===== src/rtl/controlador_turnos_batalla_if.sv =====
// Board-side bus of the battleship turn controller: player command and target cell in,
// registered cell-write strobe out.
interface controlador_turnos_batalla_if;
  logic       confirmar;
  logic [2:0] fila;
  logic [2:0] columna;
  logic [1:0] celda_valor;
  logic       escribir;
  logic [1:0] escribir_valor;
  logic [2:0] escribir_fila;
  logic [2:0] escribir_columna;

  modport master (
    input  confirmar, fila, columna, celda_valor,
    output escribir, escribir_valor, escribir_fila, escribir_columna
  );

  modport slave (
    output confirmar, fila, columna, celda_valor,
    input  escribir, escribir_valor, escribir_fila, escribir_columna
  );
endinterface


===== src/rtl/controlador_turnos_batalla.sv =====
// Game-flow controller for the 5x5 battleship board: placement, alternating player/PC
// attack turns with a per-turn timeout, registered board writes and win/loss tracking.
module controlador_turnos_batalla #(
  parameter int BARCOS_MAX    = 5,
  parameter int TIMEOUT_TICKS = 15,
  parameter int ANCHO_TIMER   = 4
) (
  input  logic                   clk,
  input  logic                   rst,
  input  logic                   iniciar,
  input  logic                   tick,
  input  logic [2:0]             num_barcos,
  input  logic                   pc_listo,
  input  logic                   pc_acierto,
  controlador_turnos_batalla_if.master tablero,
  output logic                   colocar,
  output logic                   turno_pc,
  output logic [ANCHO_TIMER-1:0] tiempo_restante,
  output logic [2:0]             restantes_jugador,
  output logic [2:0]             restantes_pc,
  output logic [2:0]             estado,
  output logic                   gano,
  output logic                   perdio
);

  typedef enum logic [2:0] {
    IDLE      = 3'd0,
    COLOCAR   = 3'd1,
    TURNO_JUG = 3'd2,
    TURNO_PC  = 3'd3,
    FIN       = 3'd4
  } estado_t;

  localparam logic [2:0]             MAX_BARCOS = 3'(BARCOS_MAX);
  localparam logic [ANCHO_TIMER-1:0] TIMER_INI  = ANCHO_TIMER'(TIMEOUT_TICKS);
  localparam logic [ANCHO_TIMER-1:0] TIMER_UNO  = ANCHO_TIMER'(1);

  estado_t actual, siguiente;

  logic [2:0] barcos;
  logic [2:0] colocados;
  logic [2:0] n_clamp;
  logic [2:0] colocados_mas;
  logic [2:0] pc_rest_sig;
  logic [2:0] jug_rest_sig;
  logic       coord_ok;
  logic       conf_ok;
  logic       arranque;
  logic       coloca_ok;
  logic       ataque_ok;
  logic       ataque_acierto;
  logic       vence;
  logic       pc_jugada;

  logic       escr;
  logic [1:0] escr_valor;
  logic [2:0] escr_fila;
  logic [2:0] escr_columna;

  assign tablero.escribir         = escr;
  assign tablero.escribir_valor   = escr_valor;
  assign tablero.escribir_fila    = escr_fila;
  assign tablero.escribir_columna = escr_columna;

  // Qualified events; the decrement helpers saturate at zero so counters never wrap.
  always_comb begin
    n_clamp = num_barcos;
    if (num_barcos == 3'd0)
      n_clamp = 3'd1;
    else if (num_barcos > MAX_BARCOS)
      n_clamp = MAX_BARCOS;
    coord_ok       = (tablero.fila <= 3'd4) && (tablero.columna <= 3'd4);
    conf_ok        = tablero.confirmar && coord_ok;
    arranque       = iniciar && ((actual == IDLE) || (actual == FIN));
    coloca_ok      = (actual == COLOCAR) && conf_ok && (tablero.celda_valor == 2'd0);
    ataque_ok      = (actual == TURNO_JUG) && conf_ok && !tablero.celda_valor[1];
    ataque_acierto = ataque_ok && (tablero.celda_valor == 2'd1);
    vence          = (actual == TURNO_JUG) && tick && !ataque_ok &&
                     (tiempo_restante == TIMER_UNO);
    pc_jugada      = (actual == TURNO_PC) && pc_listo;
    colocados_mas  = colocados + 3'd1;
    pc_rest_sig    = (ataque_acierto && (restantes_pc != 3'd0)) ?
                     restantes_pc - 3'd1 : restantes_pc;
    jug_rest_sig   = (pc_acierto && (restantes_jugador != 3'd0)) ?
                     restantes_jugador - 3'd1 : restantes_jugador;
  end

  always_ff @(posedge clk or negedge rst) begin
    if (!rst)
      actual <= IDLE;
    else
      actual <= siguiente;
  end

  always_comb begin
    siguiente = actual;
    case (actual)
      IDLE:      if (iniciar) siguiente = COLOCAR;
      COLOCAR:   if (coloca_ok && (colocados_mas == barcos)) siguiente = TURNO_JUG;
      TURNO_JUG: begin
        if (ataque_ok)
          siguiente = (pc_rest_sig == 3'd0) ? FIN : TURNO_PC;
        else if (vence)
          siguiente = TURNO_PC;
      end
      TURNO_PC:  if (pc_listo) siguiente = (jug_rest_sig == 3'd0) ? FIN : TURNO_JUG;
      FIN:       if (iniciar) siguiente = COLOCAR;
      default:   siguiente = IDLE;
    endcase
  end

  always_comb begin
    colocar  = (actual == COLOCAR);
    turno_pc = (actual == TURNO_PC);
    estado   = actual;
  end

  // Datapath: the write strobe defaults low so each accepted confirm yields a single pulse.
  always_ff @(posedge clk or negedge rst) begin
    if (!rst) begin
      barcos            <= 3'd0;
      colocados         <= 3'd0;
      restantes_jugador <= 3'd0;
      restantes_pc      <= 3'd0;
      tiempo_restante   <= TIMER_INI;
      gano              <= 1'b0;
      perdio            <= 1'b0;
      escr              <= 1'b0;
      escr_valor        <= 2'd0;
      escr_fila         <= 3'd0;
      escr_columna      <= 3'd0;
    end else begin
      escr <= 1'b0;
      if (arranque) begin
        barcos            <= n_clamp;
        colocados         <= 3'd0;
        restantes_jugador <= n_clamp;
        restantes_pc      <= n_clamp;
        tiempo_restante   <= TIMER_INI;
        gano              <= 1'b0;
        perdio            <= 1'b0;
      end
      if (coloca_ok) begin
        escr         <= 1'b1;
        escr_valor   <= 2'd1;
        escr_fila    <= tablero.fila;
        escr_columna <= tablero.columna;
        colocados    <= colocados_mas;
      end
      if (ataque_ok) begin
        escr         <= 1'b1;
        escr_valor   <= ataque_acierto ? 2'd2 : 2'd3;
        escr_fila    <= tablero.fila;
        escr_columna <= tablero.columna;
        restantes_pc <= pc_rest_sig;
        if (pc_rest_sig == 3'd0)
          gano <= 1'b1;
      end else if ((actual == TURNO_JUG) && tick && (tiempo_restante > TIMER_UNO)) begin
        tiempo_restante <= tiempo_restante - TIMER_UNO;
      end
      if (pc_jugada) begin
        restantes_jugador <= jug_rest_sig;
        if (jug_rest_sig == 3'd0)
          perdio <= 1'b1;
        else
          tiempo_restante <= TIMER_INI;
      end
    end
  end

endmodule


===== src/flat_wrapper.sv =====
// flat-port wrapper written by rule: the top's interface ports become plain ports
module controlador_turnos_batalla_flat 
#(
  parameter int BARCOS_MAX    = 5,
  parameter int TIMEOUT_TICKS = 15,
  parameter int ANCHO_TIMER   = 4
)
  (clk, rst, iniciar, tick, num_barcos, pc_listo, pc_acierto, colocar, turno_pc, tiempo_restante, restantes_jugador, restantes_pc, estado, gano, perdio, tablero_confirmar, tablero_fila, tablero_columna, tablero_celda_valor, tablero_escribir, tablero_escribir_valor, tablero_escribir_fila, tablero_escribir_columna);
  controlador_turnos_batalla_if tablero_i ();
  input  logic clk;
  input  logic rst;
  input  logic iniciar;
  input  logic tick;
  input  logic [2:0] num_barcos;
  input  logic pc_listo;
  input  logic pc_acierto;
  output logic colocar;
  output logic turno_pc;
  output logic [ANCHO_TIMER-1:0] tiempo_restante;
  output logic [2:0] restantes_jugador;
  output logic [2:0] restantes_pc;
  output logic [2:0] estado;
  output logic gano;
  output logic perdio;
  input wire logic [$bits(tablero_i.confirmar)-1:0] tablero_confirmar;
  input wire logic [$bits(tablero_i.fila)-1:0] tablero_fila;
  input wire logic [$bits(tablero_i.columna)-1:0] tablero_columna;
  input wire logic [$bits(tablero_i.celda_valor)-1:0] tablero_celda_valor;
  output wire logic [$bits(tablero_i.escribir)-1:0] tablero_escribir;
  output wire logic [$bits(tablero_i.escribir_valor)-1:0] tablero_escribir_valor;
  output wire logic [$bits(tablero_i.escribir_fila)-1:0] tablero_escribir_fila;
  output wire logic [$bits(tablero_i.escribir_columna)-1:0] tablero_escribir_columna;
  assign tablero_i.confirmar = tablero_confirmar;
  assign tablero_i.fila = tablero_fila;
  assign tablero_i.columna = tablero_columna;
  assign tablero_i.celda_valor = tablero_celda_valor;
  assign tablero_escribir = tablero_i.escribir;
  assign tablero_escribir_valor = tablero_i.escribir_valor;
  assign tablero_escribir_fila = tablero_i.escribir_fila;
  assign tablero_escribir_columna = tablero_i.escribir_columna;
  controlador_turnos_batalla #(.BARCOS_MAX(BARCOS_MAX), .TIMEOUT_TICKS(TIMEOUT_TICKS), .ANCHO_TIMER(ANCHO_TIMER)) u_core (.clk(clk), .rst(rst), .iniciar(iniciar), .tick(tick), .num_barcos(num_barcos), .pc_listo(pc_listo), .pc_acierto(pc_acierto), .tablero(tablero_i), .colocar(colocar), .turno_pc(turno_pc), .tiempo_restante(tiempo_restante), .restantes_jugador(restantes_jugador), .restantes_pc(restantes_pc), .estado(estado), .gano(gano), .perdio(perdio));
endmodule

===== config.mk =====
export PLATFORM = sky130hd
export DESIGN_NAME = controlador_turnos_batalla_flat
export DESIGN_NICKNAME = d
export VERILOG_FILES = /design/src/rtl/controlador_turnos_batalla_if.sv /design/src/rtl/controlador_turnos_batalla.sv /design/src/flat_wrapper.sv
export SDC_FILE = /design/constraint.sdc
export NUM_CORES = 1
export LEC_CHECK = 0
export ABC_AREA = 1
export BUFFER_PORTS_ARGS = -buffer_cell sky130_fd_sc_hd__buf_2
export CAP_MARGIN = 10
export CORE_MARGIN = 5
export CORE_UTILIZATION = 56
export DETAILED_ROUTE_END_ITERATION = 10
export PLACE_DENSITY = 0.84
export SLEW_MARGIN = 10
export SYNTH_ARGS = -nofsm -noshare
export SYNTH_HDL_FRONTEND = slang
export SYNTH_SLANG_ARGS = --single-unit
export TNS_END_PERCENT = 20

===== constraint.sdc =====
create_clock -name clk -period 2.9 [get_ports clk]
set_input_delay 0.58 -clock clk [delete_from_list [all_inputs] [get_ports clk]]
set_output_delay 0.58 -clock clk [all_outputs]
set_load 0.005 [all_outputs]

==> results.json <==
{
  "status": "finished, final reports clean",
  "drive_above_1_share_pct": 28.4,
  "syn_to_final_growth_pct": 18.3,
  "netlist_area_sq_um": 1730,
  "fp-row-count": 20,
  "drc": 0,
  "yosys.area_share.simple_pct": 32.6,
  "cts_setup_buffers": 0,
  "cts_root_buf": "clkbuf_4",
  "fmax_mhz": 509,
  "synth_top_family_by_area": "simple AND/OR/NAND/NOR gates",
  "drt-pass1-iter-count": 4,
  "cp.required_ns": 2.32,
  "yosysSeqAreaShare_pct": 43.7,
  "overflow": 0,
  "finalSetupTns_ns": 0,
  "cts_buffers": 5,
  "htree_levels": 2,
  "wl_met3_um": 150,
  "synthMuxAreaShare_pct": 0,
  "top_layer": "met4",
  "crit_end": "turno_pc",
  "crit_arrival_ns": 1.38,
  "dp_hpwl_mm": 2.95,
  "avgSynthCellArea_sq_um": 7.96,
  "synthCells": 217,
  "cts-resized-gates": 0,
  "synth-compound-area-share_pct": 8.91,
  "seq_area_sq_um": 756,
  "synth_top_cell_area_share_pct": 37.7,
  "final_hold_viol_count": 0,
  "route.vias.total": 1548,
  "die_area_sq_um": 4300,
  "grt_antenna_before_repair": 0,
  "grt_pass1_wl_mm": 6.60,
  "final.setup_skew_ns": 0.00414,
  "rsz0062_at_grt": "no",
  "ys_ff_latch": 30,
  "dpl.cell_count": 293,
  "fin_nets": 292,
  "worst_slew_pin_slew_ns": 0.653,
  "report.final.slew_viol_count": 0,
  "cts.sinks": 30,
  "finalCriticalPeriod_ns": 1.96,
  "cts_tree": "yes",
  "met1_length_mm": 1.60,
  "synth.distinct_cells": 32,
  "synth_fp_nets": 242,
  "dr.first_iter.drc_count": 106,
  "io_pins": 44,
  "clkLatencyLatePin_ns": 0.33,
  "chipWidth_um": 65.5,
  "ctsHoldBuffers": 0,
  "grtUsageTotal_pct": 20.2,
  "core_region_area_sq_um": 3000,
  "p_leak_nw": 1.18,
  "synth_area_leaders": "dfrtp_1 38%, nand2_1 16%, dfstp_2 6.1%, inv_1 6.1%, ha_1 5.1%",
  "criticalPathCategory": "reg -> out",
  "cp-end-kind": "output port",
  "fin_cells": 301,
  "filler_cell_count": 257,
  "design_area_sq_um": 2040,
  "reg2reg_depth": 15,
  "avgRoutedWirePerCell_um": 12.2,
  "die_height_um": 65.5,
  "route.met2.wl_mm": 1.85,
  "critPathLaunch": "u_core.estado[1]",
  "n_antenna_cell": 0,
  "r2r-end": "u_core.estado[1]",
  "portBuffers": 43,
  "synth_adder_area_share_pct": 5.07,
  "wirelength_mm": 3.67,
  "ys_warn_count": 0,
  "start_kind": "register",
  "synth_top_cell_by_area": "dfrtp_1",
  "cts_buffer_depth": 2,
  "ir_drop_mv": 0.487,
  "ff2ff_setup_slack_ns": 1.04,
  "multiInputGateArea_sq_um": 840,
  "path_clk_slew_ns": 0.09,
  "r2r-start": "u_core.restantes_jugador[0]",
  "finalCritPeriodShare_pct": 67.7,
  "max-slew-margin-rel_pct": 56.5,
  "post_synth_xor_area_fraction_pct": 2.03,
  "place_area_sq_um": 1980,
  "gp_congestion": 0.856,
  "hold_path.class": "in -> async",
  "critPathMaxFanout": 5,
  "initial_core_util_pct": 57.5,
  "final_antenna_net_count": 0,
  "grt_max_degree": 31,
  "via_per_inst": 5.14,
  "cap_violations": 0,
  "finalSetupViolCount": 0,
  "grt_pass1_vias": 1568,
  "powerDensity_nw_per_um2": 915
}
==> layout make-up <==
| cell class | count | share of cell area, % |
|---|---|---|
| sequential | 30 | 37.0 |
| inverter | 34 | 6.49 |
| tap | 33 | 2.02 |
| clock inverter | 1 | 0.245 |
| timing repair buffer | 43 | 10.5 |
| clock buffer | 7 | 2.69 |
| multi-input combinational | 153 | 41.1 |
==> layout by cell type (no fill, tap or decap), types with 3 or more instances in the layout <==
master	netlist	final
buf_2	0	43
o21ai_2	3	3
inv_1	28	28
nor2_1	18	18
clkbuf_4	0	5
nand4_1	3	3
o21ai_0	10	10
ha_1	7	7
inv_2	4	4
a21oi_1	4	4
nor3_1	3	3
dfrtp_1	26	26
xor2_1	4	4
nand2_1	72	72
dfstp_2	4	4
nand3_1	7	7
==> worst max-delay path, cell delays in order, from the launching register on <==
cell and delay [ns]:
dfrtp_1 0.46, inv_1 0.11, nor3_2 0.31, buf_2 0.18
==> worst min-delay path by stage <==
stage,end,startpoint
floorplan,u_core.barcos[0],rst
global placement,u_core.tablero.escribir_fila[0],u_core.tablero.escribir_fila[0]
detailed placement,u_core.tablero.escribir_fila[2],u_core.tablero.escribir_fila[2]
CTS,u_core.tablero.escribir_columna[0],rst
global route,u_core.restantes_jugador[1],rst
finish,u_core.restantes_jugador[1],rst
==> logic make-up after synthesis <==
logic type      Yosys count
xor+xnor                  4
simple gates            117
flops                    30
buf+inv                  34
fa+ha+maj                 7
compound gates           25
==> where the power goes <==
part | internal (mW) | switching, mW | total [mW]
Combinational | 0.362 | 0.537 | 0.898
Clock | 0.117 | 0.142 | 0.259
Sequential | 0.589 | 0.125 | 0.714
==> stage by stage <==
| stage | power (mW) | hold slack (ns) | util (%) | worst slack, ns |
|---|---|---|---|---|
| after CTS | 1.90 | 0.285 | 68.1 | 0.917 |
| after floorplan | 1.31 | 0.284 | - | 1.23 |
| after global routing | 2.08 | 0.320 | 68.1 | 0.770 |
| after detailed placement | 1.64 | 0.461 | 66.1 | 0.946 |
| after global placement | 1.60 | 0.459 | 66.1 | 1.02 |
| final | 1.87 | 0.268 | 68.1 | 0.937 |
==> flip-flops by register name, summed over array words and instances, names as in the netlist, 2 cells and up <==
register	count
u_core.restantes_jugador	3
u_core.restantes_pc	3
u_core.tablero.escribir_columna	3
u_core.tiempo_restante	4
u_core.estado	3
u_core.tablero.escribir_valor	2
u_core.tablero.escribir_fila	3
u_core.barcos	3
u_core.colocados	3
==> per-layer routing <==
| layer | track usage (%) | vias to the layer above |
|---|---|---|
| met5 | 0 | - |
| met4 | 10.1 | 0 |
| met3 | 4.27 | 7 |
| met2 | 34.8 | 36 |
| met1 | 23.5 | 715 |
| li1 | - | 790 |
==> Yosys cell counts <==
| cell type | count |
|---|---|
| xor2_1 | 4 |
| nand2_1 | 72 |
| a22o_1 | 1 |
| nor3_1 | 3 |
| nor2_1 | 18 |
| inv_2 | 4 |
| nand4_1 | 3 |
| nor4_1 | 1 |
| nand2_4 | 1 |
| o211ai_1 | 2 |
| nand3_1 | 7 |
| o21ai_2 | 3 |
| ha_1 | 7 |
| nand4_2 | 1 |
| a31oi_1 | 1 |
| nand3_2 | 1 |
| nor3_2 | 2 |
| o221ai_1 | 1 |
| inv_1 | 28 |
| dfstp_2 | 4 |
| o31ai_1 | 1 |
| o22ai_1 | 1 |
| o21ai_1 | 1 |
| dfrtp_1 | 26 |
| nor2_8 | 1 |
| nand2_2 | 2 |
| nand3_4 | 2 |
| inv_4 | 2 |
| o21ai_0 | 10 |
| nor2_4 | 2 |
| a21oi_1 | 4 |
| nor2_2 | 1 |
(Power assumes the default switching activity.)
